### src/rtl/sbus_writeback_queue.sv
// Writeback queue feeding the register bank over the S bus.
// Buffers {dst, data} requests and drains one per cycle with a one-hot SR store strobe.
module sbus_writeback_queue #(
  parameter  int NREG  = 8,
  parameter  int DEPTH = 4,
  parameter  int DW    = 16,
  localparam int DST_W = (NREG > 1) ? $clog2(NREG) : 1,
  localparam int CW    = $clog2(DEPTH) + 1
) (
  input  logic             CLK,
  input  logic             CLR,
  input  logic             wb_valid,
  output logic             wb_ready,
  input  logic [DST_W-1:0] wb_dst,
  input  logic [DW-1:0]    wb_data,
  input  logic             hold,
  output logic [DW-1:0]    S_bus,
  output logic [NREG-1:0]  SR,
  output logic [NREG-1:0]  pending_mask,
  output logic [CW-1:0]    count,
  output logic             full,
  output logic             empty
);

  localparam int PW = $clog2(DEPTH);

  logic [DST_W-1:0] dst_q  [DEPTH];
  logic [DST_W-1:0] dst_d  [DEPTH];
  logic [DW-1:0]    data_q [DEPTH];
  logic [DW-1:0]    data_d [DEPTH];
  logic [DEPTH-1:0] vld_q, vld_d;
  logic [PW-1:0]    wr_ptr_q, wr_ptr_d;
  logic [PW-1:0]    rd_ptr_q, rd_ptr_d;
  logic [CW-1:0]    count_q, count_d;
  logic [NREG-1:0]  sr_q, sr_d;
  logic [DW-1:0]    s_bus_q, s_bus_d;
  logic             push;
  logic             pop;

  // Indices at or above NREG map to an all-zero strobe.
  function automatic logic [NREG-1:0] dst_onehot(input logic [DST_W-1:0] dst);
    logic [NREG-1:0] oh;
    oh = '0;
    for (int i = 0; i < NREG; i++) begin
      oh[i] = (int'(dst) == i);
    end
    return oh;
  endfunction

  assign full     = (count_q == CW'(DEPTH));
  assign empty    = (count_q == '0);
  // A full queue can still accept when the head leaves on the same edge.
  assign wb_ready = ~full | ~hold;
  assign push     = wb_valid & wb_ready;
  assign pop      = ~empty & ~hold;

  always_comb begin
    dst_d    = dst_q;
    data_d   = data_q;
    vld_d    = vld_q;
    wr_ptr_d = wr_ptr_q;
    rd_ptr_d = rd_ptr_q;
    count_d  = count_q;
    sr_d     = '0;
    s_bus_d  = s_bus_q;

    if (pop) begin
      vld_d[rd_ptr_q] = 1'b0;
      rd_ptr_d        = rd_ptr_q + PW'(1);
      sr_d            = dst_onehot(dst_q[rd_ptr_q]);
      s_bus_d         = data_q[rd_ptr_q];
    end

    // Push after pop so a full-queue swap on the same slot leaves it valid.
    if (push) begin
      dst_d[wr_ptr_q]  = wb_dst;
      data_d[wr_ptr_q] = wb_data;
      vld_d[wr_ptr_q]  = 1'b1;
      wr_ptr_d         = wr_ptr_q + PW'(1);
    end

    case ({push, pop})
      2'b10:   count_d = count_q + CW'(1);
      2'b01:   count_d = count_q - CW'(1);
      default: count_d = count_q;
    endcase
  end

  always_ff @(posedge CLK) begin
    if (CLR) begin
      vld_q    <= '0;
      wr_ptr_q <= '0;
      rd_ptr_q <= '0;
      count_q  <= '0;
      sr_q     <= '0;
      s_bus_q  <= '0;
    end else begin
      vld_q    <= vld_d;
      wr_ptr_q <= wr_ptr_d;
      rd_ptr_q <= rd_ptr_d;
      count_q  <= count_d;
      sr_q     <= sr_d;
      s_bus_q  <= s_bus_d;
    end
  end

  // Slot storage is qualified by vld_q, so it needs no reset.
  always_ff @(posedge CLK) begin
    dst_q  <= dst_d;
    data_q <= data_d;
  end

  always_comb begin
    pending_mask = sr_q;
    for (int i = 0; i < DEPTH; i++) begin
      if (vld_q[i]) pending_mask = pending_mask | dst_onehot(dst_q[i]);
    end
  end

  assign S_bus = s_bus_q;
  assign SR    = sr_q;
  assign count = count_q;

endmodule

### config.mk
export PLATFORM = sky130hd
export DESIGN_NAME = sbus_writeback_queue
export DESIGN_NICKNAME = d
export VERILOG_FILES = /design/src/rtl/sbus_writeback_queue.sv
export SDC_FILE = /design/constraint.sdc
export NUM_CORES = 1
export LEC_CHECK = 0
export ABC_CLOCK_PERIOD_IN_PS = 2600
export BUFFER_PORTS_ARGS = -buffer_cell sky130_fd_sc_hd__buf_2
export CELL_PAD_IN_SITES_DETAIL_PLACEMENT = 0
export CELL_PAD_IN_SITES_GLOBAL_PLACEMENT = 1
export CORE_ASPECT_RATIO = 0.5
export CORE_MARGIN = 2
export CORE_UTILIZATION = 45
export DETAILED_ROUTE_END_ITERATION = 8
export GPL_ROUTABILITY_DRIVEN = 1
export PLACE_DENSITY_LB_ADDON = 0.3
export RECOVER_POWER = 100
export SLEW_MARGIN = 20
export SYNTH_ARGS = -nofsm -noshare
export SYNTH_HDL_FRONTEND = slang
export SYNTH_SLANG_ARGS = --single-unit
### constraint.sdc
create_clock -name CLK -period 2.6 [get_ports CLK]
set_clock_uncertainty 0.1 [all_clocks]
set_input_delay 0.13 -clock CLK [delete_from_list [all_inputs] [get_ports CLK]]
set_output_delay 0.13 -clock CLK [all_outputs]
set_load 0.05 [all_outputs]
==> results.yml, run 1 <==
status:
  status: "complete, no violations"
place:
  hpwl_um: 6490
  dp.cells: 512
  place_congestion: 0.841
  port_buffers: 60
floorplanning:
  die_y_um: 75.0
  io-pin-count: 61
  dieWidth_um: 146
  coreArea_sq_um: 9600
  rows: 25
  die-area_sq_um: 10900
  start_util_pct: 47.2
timing:
  fin_crit_ps: 2360
  maxSlewHeadroom_pct: 14.6
  finalMaxSlewViolations: 0
  setup_violations: 0
  tns_ps: 0
  tightest_slew_ps: 1280
  rsz0062_at_grt: "no"
  fin_hold_ws_ps: 24.6
  hold_viol_final: 0
  fin_crit_sh_pct: 90.8
  timing.fmax_mhz: 423
setup_path:
  worst-endpoint-required_ps: 2760
  cp_max_fo: 6
  worstReg2RegEnd: "count[2]$_SDFFE_PP0P_"
  startpoint_type: "flop"
  arrival_ps: 2530
  r2r_start: "count[0]$_SDFFE_PP0P_"
  slowest_stage: "fa_1"
  worstSetupPathDepth: 9
  cp_top_family: "simple AND/OR/NAND/NOR gates"
  cp_num_buf_inv: 2
  max_stage_delay_ps: 370
  crit_type: "reg -> reg"
  regToRegSetupSlack_ps: 240
  path_cells: "nand4bb_4 -> and2_0 -> clkinv_1 -> ha_1 -> inv_1 -> fa_1 -> xor2_1 -> or3_1 -> a21oi_1"
  reg2reg_depth: 9
  endpoint_kind: "flop"
worst_hold_path:
  holdPathStages: 3
  hp-class: "in -> reg"
  hold_path.startpoint: "wb_valid"
  min_to: "vld_q[0]$_SDFF_PP0_"
final_layout:
  most-common-layout-cells: "edfxtp_1, clkbuf_1, dfxtp_1"
  drive_above_1_share_pct: 11.4
  final_common_cell: "edfxtp_1"
  area_delta_synth_final_pct: 19.5
  nNetsFinal: 440
  fin_cells: 547
  nFillCells: 830
  antenna_cells: 0
detailed_routing:
  drt-pass1-iter-count: 4
  vias: 2919
  via_per_inst: 5.34
  routed_wl_um: 9510
  wl_per_cell_um: 17.4
  drc_errors: 0
  drt_iter0_markers: 201
  drtAntennaViolNets: 0
grt:
  first_global_vias: 2956
  globalRouteOverflowTotal: 0
  grt_pass1_wl_um: 15200
  grt_max_degree: 30
  antenna_found_initial: 0
  track_usage_pct: 18.3
logic_synthesis:
  synth_cell_type_count: 38
  synthFlopType: "edfxtp_1"
  ys.warnings.count: 0
  syn_nets: 356
  synth_seq_area_share_pct: 65.8
  async_reset_ff_share_pct: 0
  synth_edf_count: 76
  syn_area_sq_um: 4530
  synth.largest_area_cell: "edfxtp_1"
  synth_top_area_share_pct: 50.4
  synth_area_per_cell_sq_um: 14.0
  synth_area_leaders: "edfxtp_1, dfxtp_1, mux4_2, a21oi_1, ha_1"
  synthCells: 323
  synth_seq_cells: 111
clocking:
  numCtsBuffers: 9
  cts_tree: "yes"
  clockBufferDepth: 2
  clock_sinks: 111
  h-tree-depth: 3
  cts_resized: 0
  clock-root-buffer: "clkbuf_16"
  path_clk_slew_ps: 70
  clock_latency_ps: 350
power_and_ir_drop:
  powerDensity_nw_per_um2: 953
  p_total_uw: 5160
  cellLeakagePower_uw: 0.00182
  ir_drop_uv: 405
flow_run:
  drv_cap: 0
-- cell usage after synthesis, drive strengths merged (2+ instances only) --
cell type / n
a21oi: 24
buf: 10
clkbuf: 5
dfxtp: 35
edfxtp: 76
ha: 9
inv: 22
mux4: 19
nand2: 10
nand2b: 11
nand3: 22
nor2: 15
nor3: 7
o21ai: 19
o22ai: 5
o31ai: 4
o32ai: 6
or2: 2
or3: 5
or4: 6
xor2: 2
-- how the worst max path moves through the flow --
| stage | start | to | slack, ps |
|---|---|---|---|
| 3_3_place_gp | count[1]$_SDFFE_PP0P_ | count[2]$_SDFFE_PP0P_ | 410 |
| 6_report | count[0]$_SDFFE_PP0P_ | count[2]$_SDFFE_PP0P_ | 240 |
| 3_5_place_dp | count[1]$_SDFFE_PP0P_ | count[2]$_SDFFE_PP0P_ | 290 |
| 4_1_cts | count[1]$_SDFFE_PP0P_ | count[2]$_SDFFE_PP0P_ | 280 |
| 5_1_grt | count[0]$_SDFFE_PP0P_ | count[2]$_SDFFE_PP0P_ | 80 |
| 2_1_floorplan | count[2]$_SDFFE_PP0P_ | count[2]$_SDFFE_PP0P_ | 90 |
-- worst register-to-register path, delay by kind of cell (launching register included) --
family / cells / cell delay [ps]
AOI/OAI and AO/OA: 1 / 160
xor gates and xnor gates: 1 / 160
adders and majority gates: 2 / 550
buffers and inverters: 2 / 140
DFF: 1 / 350
and+or+nand+nor: 3 / 820
-- sequential cells by signal, summed over array words and instances, names as in the netlist --
register	cells
wr_ptr_q	2
rd_ptr_q	2
S_bus	16
count	3
dst_q	12
data_q	64
SR	8
vld_q	4
-- layout make-up --
class,count,area [sq um],share of cell area (%)
clock buffers,9,225,4.16
clock inverters,7,90.1,1.66
inverters,22,90.1,1.66
multi-input cells,175,1390,25.6
flip-flops and latches,111,2990,55.1
well taps,135,169,3.12
repair buffers,88,467,8.62
-- metal layers --
layer / share of wire [%] / track usage [%] / wire length [um] / up-vias
met5: 0 / 0 / 0 / -
met4: 0.87 / 7.63 / 83 / 0
met3: 5.0 / 4.06 / 479 / 8
met2: 49 / 31.6 / 4650 / 74
met1: 45 / 23.4 / 4300 / 1444
li1: - / - / - / 1393
-- power by group --
part / internal (uW) / total (uW) / switching [uW]
Clock: 700 / 1390 / 694
Combinational: 454 / 1560 / 1110
Sequential: 2090 / 2200 / 116
-- stage by stage --
step / worst slack, ps / util (%) / cell area, sq um
final: 239 / 56.4 / 5420
after detailed placement: 291 / 52.1 / 5010
after floorplan: 88.9 / - / 4550
after CTS: 275 / 57.4 / 5510
after global routing: 81.6 / 56.4 / 5420
after global placement: 409 / 52.1 / 5010
-- logic make-up (layout without fill, tap and decap cells) --
group                      Yosys count  count (layout)  synth area share, %
adders and majority gates           10              10                 2.93
DFF                                111             111                 65.8
and+or+nand+nor                     84              84                 9.80
buffers and inverters               37             126                 3.81
xor gates and xnor gates             2               2                0.387
AOI/OAI and AO/OA                   58              58                 7.26
muxes                               21              21                 9.99
-- timing repair --
| item | in CTS | in global routing |
|---|---|---|
| endpoints found under the hold margin | 76 | 0 |
| setup buffers | 0 | 0 |
| hold buffers | 19 | 0 |
Note: power is estimated with default switching activity, not from simulation.
==> inputs of run 2 (changes only) <==
- RECOVER_POWER: 100 -> unset
==> run 2 against run 1 <==
Against the previous run:
- combinational power increased by 4%
- non-clock buffer count unchanged
- register-to-register slack improved by 40 ps
- final cell count stayed put
- routed wire length shrank 0.98%
- fmax rose by 1.8%
- total power is 1.2% higher
- via count is 0.86% lower
- utilization is 1.0 points higher
- global-route usage did not move
- critical endpoint unchanged
==> results.yml, run 2 (synthesis results as in run 1) <==
clocking:
  path_clk_slew_ps: 70
  clock_sinks: 111
  numCtsBuffers: 9
  clock-root-buffer: "clkbuf_16"
  h-tree-depth: 3
  clock_latency_ps: 350
  post_cts_buffers: 0
  cts_resized: 0
  postCtsHoldBufs: 19
  cts_tree: "yes"
  clockBufferDepth: 2
setup_path:
  slowest_stage: "fa_1"
  r2r_start: "count[1]$_SDFFE_PP0P_"
  worst-endpoint-required_ps: 2760
  worstReg2RegEnd: "count[2]$_SDFFE_PP0P_"
  reg2reg_depth: 9
  cp_max_fo: 6
  arrival_ps: 2480
  cp_top_family: "simple AND/OR/NAND/NOR gates"
  path_cells: "nand4bb_4 -> and2_1 -> inv_2 -> ha_1 -> inv_1 -> fa_1 -> xor2_1 -> or3_1 -> a21oi_1"
  crit_type: "reg -> reg"
  cp_num_buf_inv: 2
  regToRegSetupSlack_ps: 280
  startpoint_type: "flop"
  max_stage_delay_ps: 370
  endpoint_kind: "flop"
timing:
  setup_slack_ps: 280
  finalMaxSlewViolations: 0
  tns_ps: 0
  maxSlewHeadroom_pct: 64.2
  setup_violations: 0
  fin_hold_ws_ps: 21.5
  fin_crit_sh_pct: 89.2
  rsz0062_at_grt: "no"
  fin_crit_ps: 2320
  hold_viol_final: 0
  timing.fmax_mhz: 431
  tightest_slew_ps: 537
place:
  port_buffers: 60
  placed_area_sq_um: 5010
  hpwl_um: 6490
  place_congestion: 0.841
  place_worst_setup_slack_ps: 291
final_layout:
  nFillCells: 810
  antenna_cells: 0
  final_common_cell: "edfxtp_1"
  design_area_sq_um: 5510
  nNetsFinal: 440
  regMostFlops: "data_q"
  most-common-layout-cells: "edfxtp_1, buf_2, dfxtp_1"
  drive_above_1_share_pct: 27.2
  ff_latch_area_sq_um: 2990
  largest_reg_flops: 64
  multi_input_area_sq_um: 1390
  area_delta_synth_final_pct: 21.6
power_and_ir_drop:
  cellLeakagePower_uw: 0.00205
  powerDensity_nw_per_um2: 947
  ir_drop_uv: 405
  p_total_uw: 5220
grt:
  grt_pass1_wl_um: 15200
  globalRouteOverflowTotal: 0
  antenna_found_initial: 0
  track_usage_pct: 18.3
  grt_max_degree: 30
  first_global_vias: 2956
detailed_routing:
  via_per_inst: 5.29
  drt_iter0_markers: 156
  wl_per_cell_um: 17.2
  drc_errors: 0
  drt-pass1-iter-count: 4
  drtAntennaViolNets: 0
  routed_wl_um: 9420
  vias: 2894
floorplanning:
  dieWidth_um: 146
  start_util_pct: 47.2
  die_y_um: 75.0
  die-area_sq_um: 10900
  rows: 25
  io-pin-count: 61
  coreArea_sq_um: 9600
worst_hold_path:
  min_to: "vld_q[0]$_SDFF_PP0_"
  hp-class: "in -> reg"
  hold_path.startpoint: "wb_valid"
  holdPathStages: 3
flow_run:
  drv_cap: 0
status:
  status: "complete, no violations"
## run 2: cell count changes in the layout (fill, tap and decap cells not counted), sizes merged
cell / change
buf: +63
clkbuf: -63
clkinv: -1
inv: +1
## run 2: how the worst max path moves through the flow
stage,startpoint,endpoint,slack (ps),cells past startpoint
CTS,count[1]$_SDFFE_PP0P_,count[2]$_SDFFE_PP0P_,280,9
detailed placement,count[1]$_SDFFE_PP0P_,count[2]$_SDFFE_PP0P_,290,9
global route,count[1]$_SDFFE_PP0P_,count[2]$_SDFFE_PP0P_,130,9
finish,count[1]$_SDFFE_PP0P_,count[2]$_SDFFE_PP0P_,280,9
global placement,count[1]$_SDFFE_PP0P_,count[2]$_SDFFE_PP0P_,410,9
floorplan,count[2]$_SDFFE_PP0P_,count[2]$_SDFFE_PP0P_,90,10
## run 2: metal layers
layer | up-vias | global-route usage (%) | share of wire (%)
li1 | 1391 | - | -
met1 | 1427 | 23.4 | 46
met2 | 66 | 31.6 | 49
met3 | 10 | 4.06 | 3.9
met4 | 0 | 7.63 | 1.3
met5 | - | 0 | 0
## run 2: through the flow
stage	util [%]	cells
after floorplan	-	323
after global placement	52.1	512
after detailed placement	52.1	512
after CTS	57.4	547
after global routing	57.4	547
final	57.4	547
## run 2: cell type report
| type | count | share of cell area, % |
|---|---|---|
| sequential | 111 | 54.2 |
| multi-input combinational | 175 | 25.3 |
| timing repair buffer | 88 | 10.1 |
| clock buffer | 9 | 4.09 |
| tap | 135 | 3.06 |
| clock inverter | 7 | 1.63 |
| inverter | 22 | 1.63 |
## run 2: report_power, final
group          switching (uW)  internal [uW]
sequential                113           2090
combinational            1110            516
clock                     693            700
total                    1920           3300
## run 2: worst register-to-register path: stages (launching register included)
cell       delay (ps)
dfxtp_2           340
nand4bb_4         250
and2_1            240
inv_2              60
ha_1              180
inv_1              60
fa_1              370
xor2_1            160
or3_1             320
a21oi_1           160
==> inputs of run 3 (changes only) <==
- CORE_MARGIN: 2 -> 4
- CTS_BUF_LIST: unset -> sky130_fd_sc_hd__clkbuf_16
==> run 3 against run 2 <==
Against the previous run:
- worst setup slack got worse by 6.0 ps
- clock-buffer cell count unchanged
- final cell count is 0.18% lower
- routed wire length rose by 2.0%
- fmax down 0.26%
- register-to-register slack about the same
==> results.yml, run 3 (synthesis results as in run 1) <==
power_and_ir_drop:
  p_int_uw: 3290
  cellLeakagePower_uw: 0.00204
  switching_share_pct: 36.3
  combPwrFrac_pct: 31.8
  seqPwrFrac_pct: 42.9
  clockPowerShare_pct: 25.3
  switchingPower_uw: 1880
  ir_drop_uv: 430
  powerDensity_nw_per_um2: 939
final_layout:
  nNetsFinal: 440
  drive_above_1_share_pct: 26.8
  regMostFlops: "data_q"
  final_common_cell: "edfxtp_1"
  area_delta_synth_final_pct: 21.3
  antenna_cells: 0
  most-common-layout-cells: "edfxtp_1, buf_2, dfxtp_1"
  largest_reg_flops: 64
worst_hold_path:
  min_to: "count[0]$_SDFFE_PP0P_"
  holdPathStages: 2
  hold_path.startpoint: "CLR"
  hp-class: "in -> reg"
flow_run:
  drv_cap: 0
clocking:
  path_clk_slew_ps: 70
  clockBufferDepth: 2
  cts_tree: "yes"
  numCtsBuffers: 9
  h-tree-depth: 3
  clock-root-buffer: "clkbuf_16"
  clock_sinks: 111
  clock_latency_ps: 350
grt:
  antenna_found_initial: 0
  grt_pass1_wl_um: 15600
  track_usage_pct: 17.5
  grt_max_degree: 30
  first_global_vias: 2951
  globalRouteOverflowTotal: 0
setup_path:
  startpoint_type: "flop"
  worstReg2RegEnd: "count[2]$_SDFFE_PP0P_"
  endpoint_kind: "flop"
  reg2reg_depth: 9
  path_cells: "nand4bb_4 -> and2_1 -> inv_2 -> ha_1 -> inv_1 -> fa_1 -> xor2_1 -> or3_1 -> a21oi_1"
  arrival_ps: 2490
  slowest_stage: "fa_1"
  regToRegSetupSlack_ps: 270
  crit_type: "reg -> reg"
  worst-endpoint-required_ps: 2770
  max_stage_delay_ps: 390
  r2r_start: "count[1]$_SDFFE_PP0P_"
  cp_max_fo: 6
detailed_routing:
  dr_wl_met2_um: 4670
  top_layer: "met4"
  drt_iter0_markers: 160
  drc_errors: 0
  met3_length_um: 671
  drtAntennaViolNets: 0
  via_per_inst: 5.35
  drt-pass1-iter-count: 4
  drt-met1-wl_um: 4170
  vias: 2921
  wl_per_cell_um: 17.6
  routed_wl_um: 9610
place:
  place_worst_setup_slack_ps: 315
  place_congestion: 0.820
  port_buffers: 60
  hpwl_um: 6470
timing:
  fin_crit_ps: 2330
  setup_slack_ps: 274
  maxSlewHeadroom_pct: 59.5
  fin_hold_ws_ps: 157
  hold_viol_final: 0
  tightest_slew_ps: 608
  finalMaxSlewViolations: 0
  setup_violations: 0
  tns_ps: 0
  rsz0062_at_grt: "no"
  timing.fmax_mhz: 430
  fin_crit_sh_pct: 89.5
floorplanning:
  die-area_sq_um: 11800
  start_util_pct: 47.0
  io-pin-count: 61
  coreArea_sq_um: 9630
  rows: 25
  dieWidth_um: 150
  die_y_um: 79.0
status:
  status: "complete, no violations"
[run 3: cell types whose count changed in the layout (fill, tap and decap cells not counted), moves of 2 or more]
cell / before / now
inv_8: 4 / 2
inv_6: 0 / 2
clkinv_4: 0 / 2
buf_4: 9 / 7
[run 3: what timing repair did]
item                                   4_1_cts  5_1_grt
setup buffers                                0        0
endpoints found under the hold margin       77        0
hold buffers                                20        0
resized for setup                            0        0
[run 3: layout make-up]
type	count	area, sq um
clock buffer	9	225
tap	135	169
multi-input combinational	175	1390
fill	802	4140
timing repair buffer	88	573
clock inverter	6	62.6
sequential	111	2990
inverter	22	90.1
[run 3: per-layer routing]
layer,vias up,global-route usage (%)
met1,1427,22.9
li1,1395,-
met4,0,4.11
met5,-,0
met3,7,5.36
met2,92,29.0
[run 3: power groups by stage]
stage | Sequential [uW] | Combinational (uW) | Clock, uW
after floorplan | 2520 | 966 | 0
after CTS | 2220 | 1650 | 1330
final | 2210 | 1640 | 1310
after global placement | 2240 | 1590 | 0
after global routing | 2240 | 1770 | 1420
after detailed placement | 2260 | 1630 | 0
[run 3: worst max-delay path by stage]
stage / endpoint / slack (ps) / depth (start not counted) / startpoint
finish: count[2]$_SDFFE_PP0P_ / 270 / 9 / count[1]$_SDFFE_PP0P_
global route: count[2]$_SDFFE_PP0P_ / 120 / 9 / count[1]$_SDFFE_PP0P_
CTS: count[2]$_SDFFE_PP0P_ / 260 / 9 / count[1]$_SDFFE_PP0P_
detailed placement: count[2]$_SDFFE_PP0P_ / 310 / 9 / count[1]$_SDFFE_PP0P_
global placement: count[2]$_SDFFE_PP0P_ / 410 / 9 / count[1]$_SDFFE_PP0P_
floorplan: count[2]$_SDFFE_PP0P_ / 90 / 10 / count[2]$_SDFFE_PP0P_
[run 3: through the flow]
| step | cell area, sq um | cells | util [%] | power [uW] |
|---|---|---|---|---|
| 2_1_floorplan | 4550 | 323 | - | 3490 |
| 3_3_place_gp | 5010 | 511 | 52.0 | 3830 |
| 3_5_place_dp | 5010 | 511 | 52.0 | 3880 |
| 4_1_cts | 5500 | 546 | 57.1 | 5200 |
| 5_1_grt | 5500 | 546 | 57.1 | 5430 |
| 6_report | 5500 | 546 | 57.1 | 5160 |
[run 3: worst max-delay path, delay by kind of cell, from the launching register on]
| kind | cells | cell delay, ps |
|---|---|---|
| AO/OA/AOI/OAI | 1 | 160 |
| flip-flops | 1 | 340 |
| AND/OR/NAND/NOR | 3 | 790 |
| adder cells (fa/ha/maj) | 2 | 570 |
| XOR/XNOR | 1 | 160 |
| buffers and inverters | 2 | 130 |
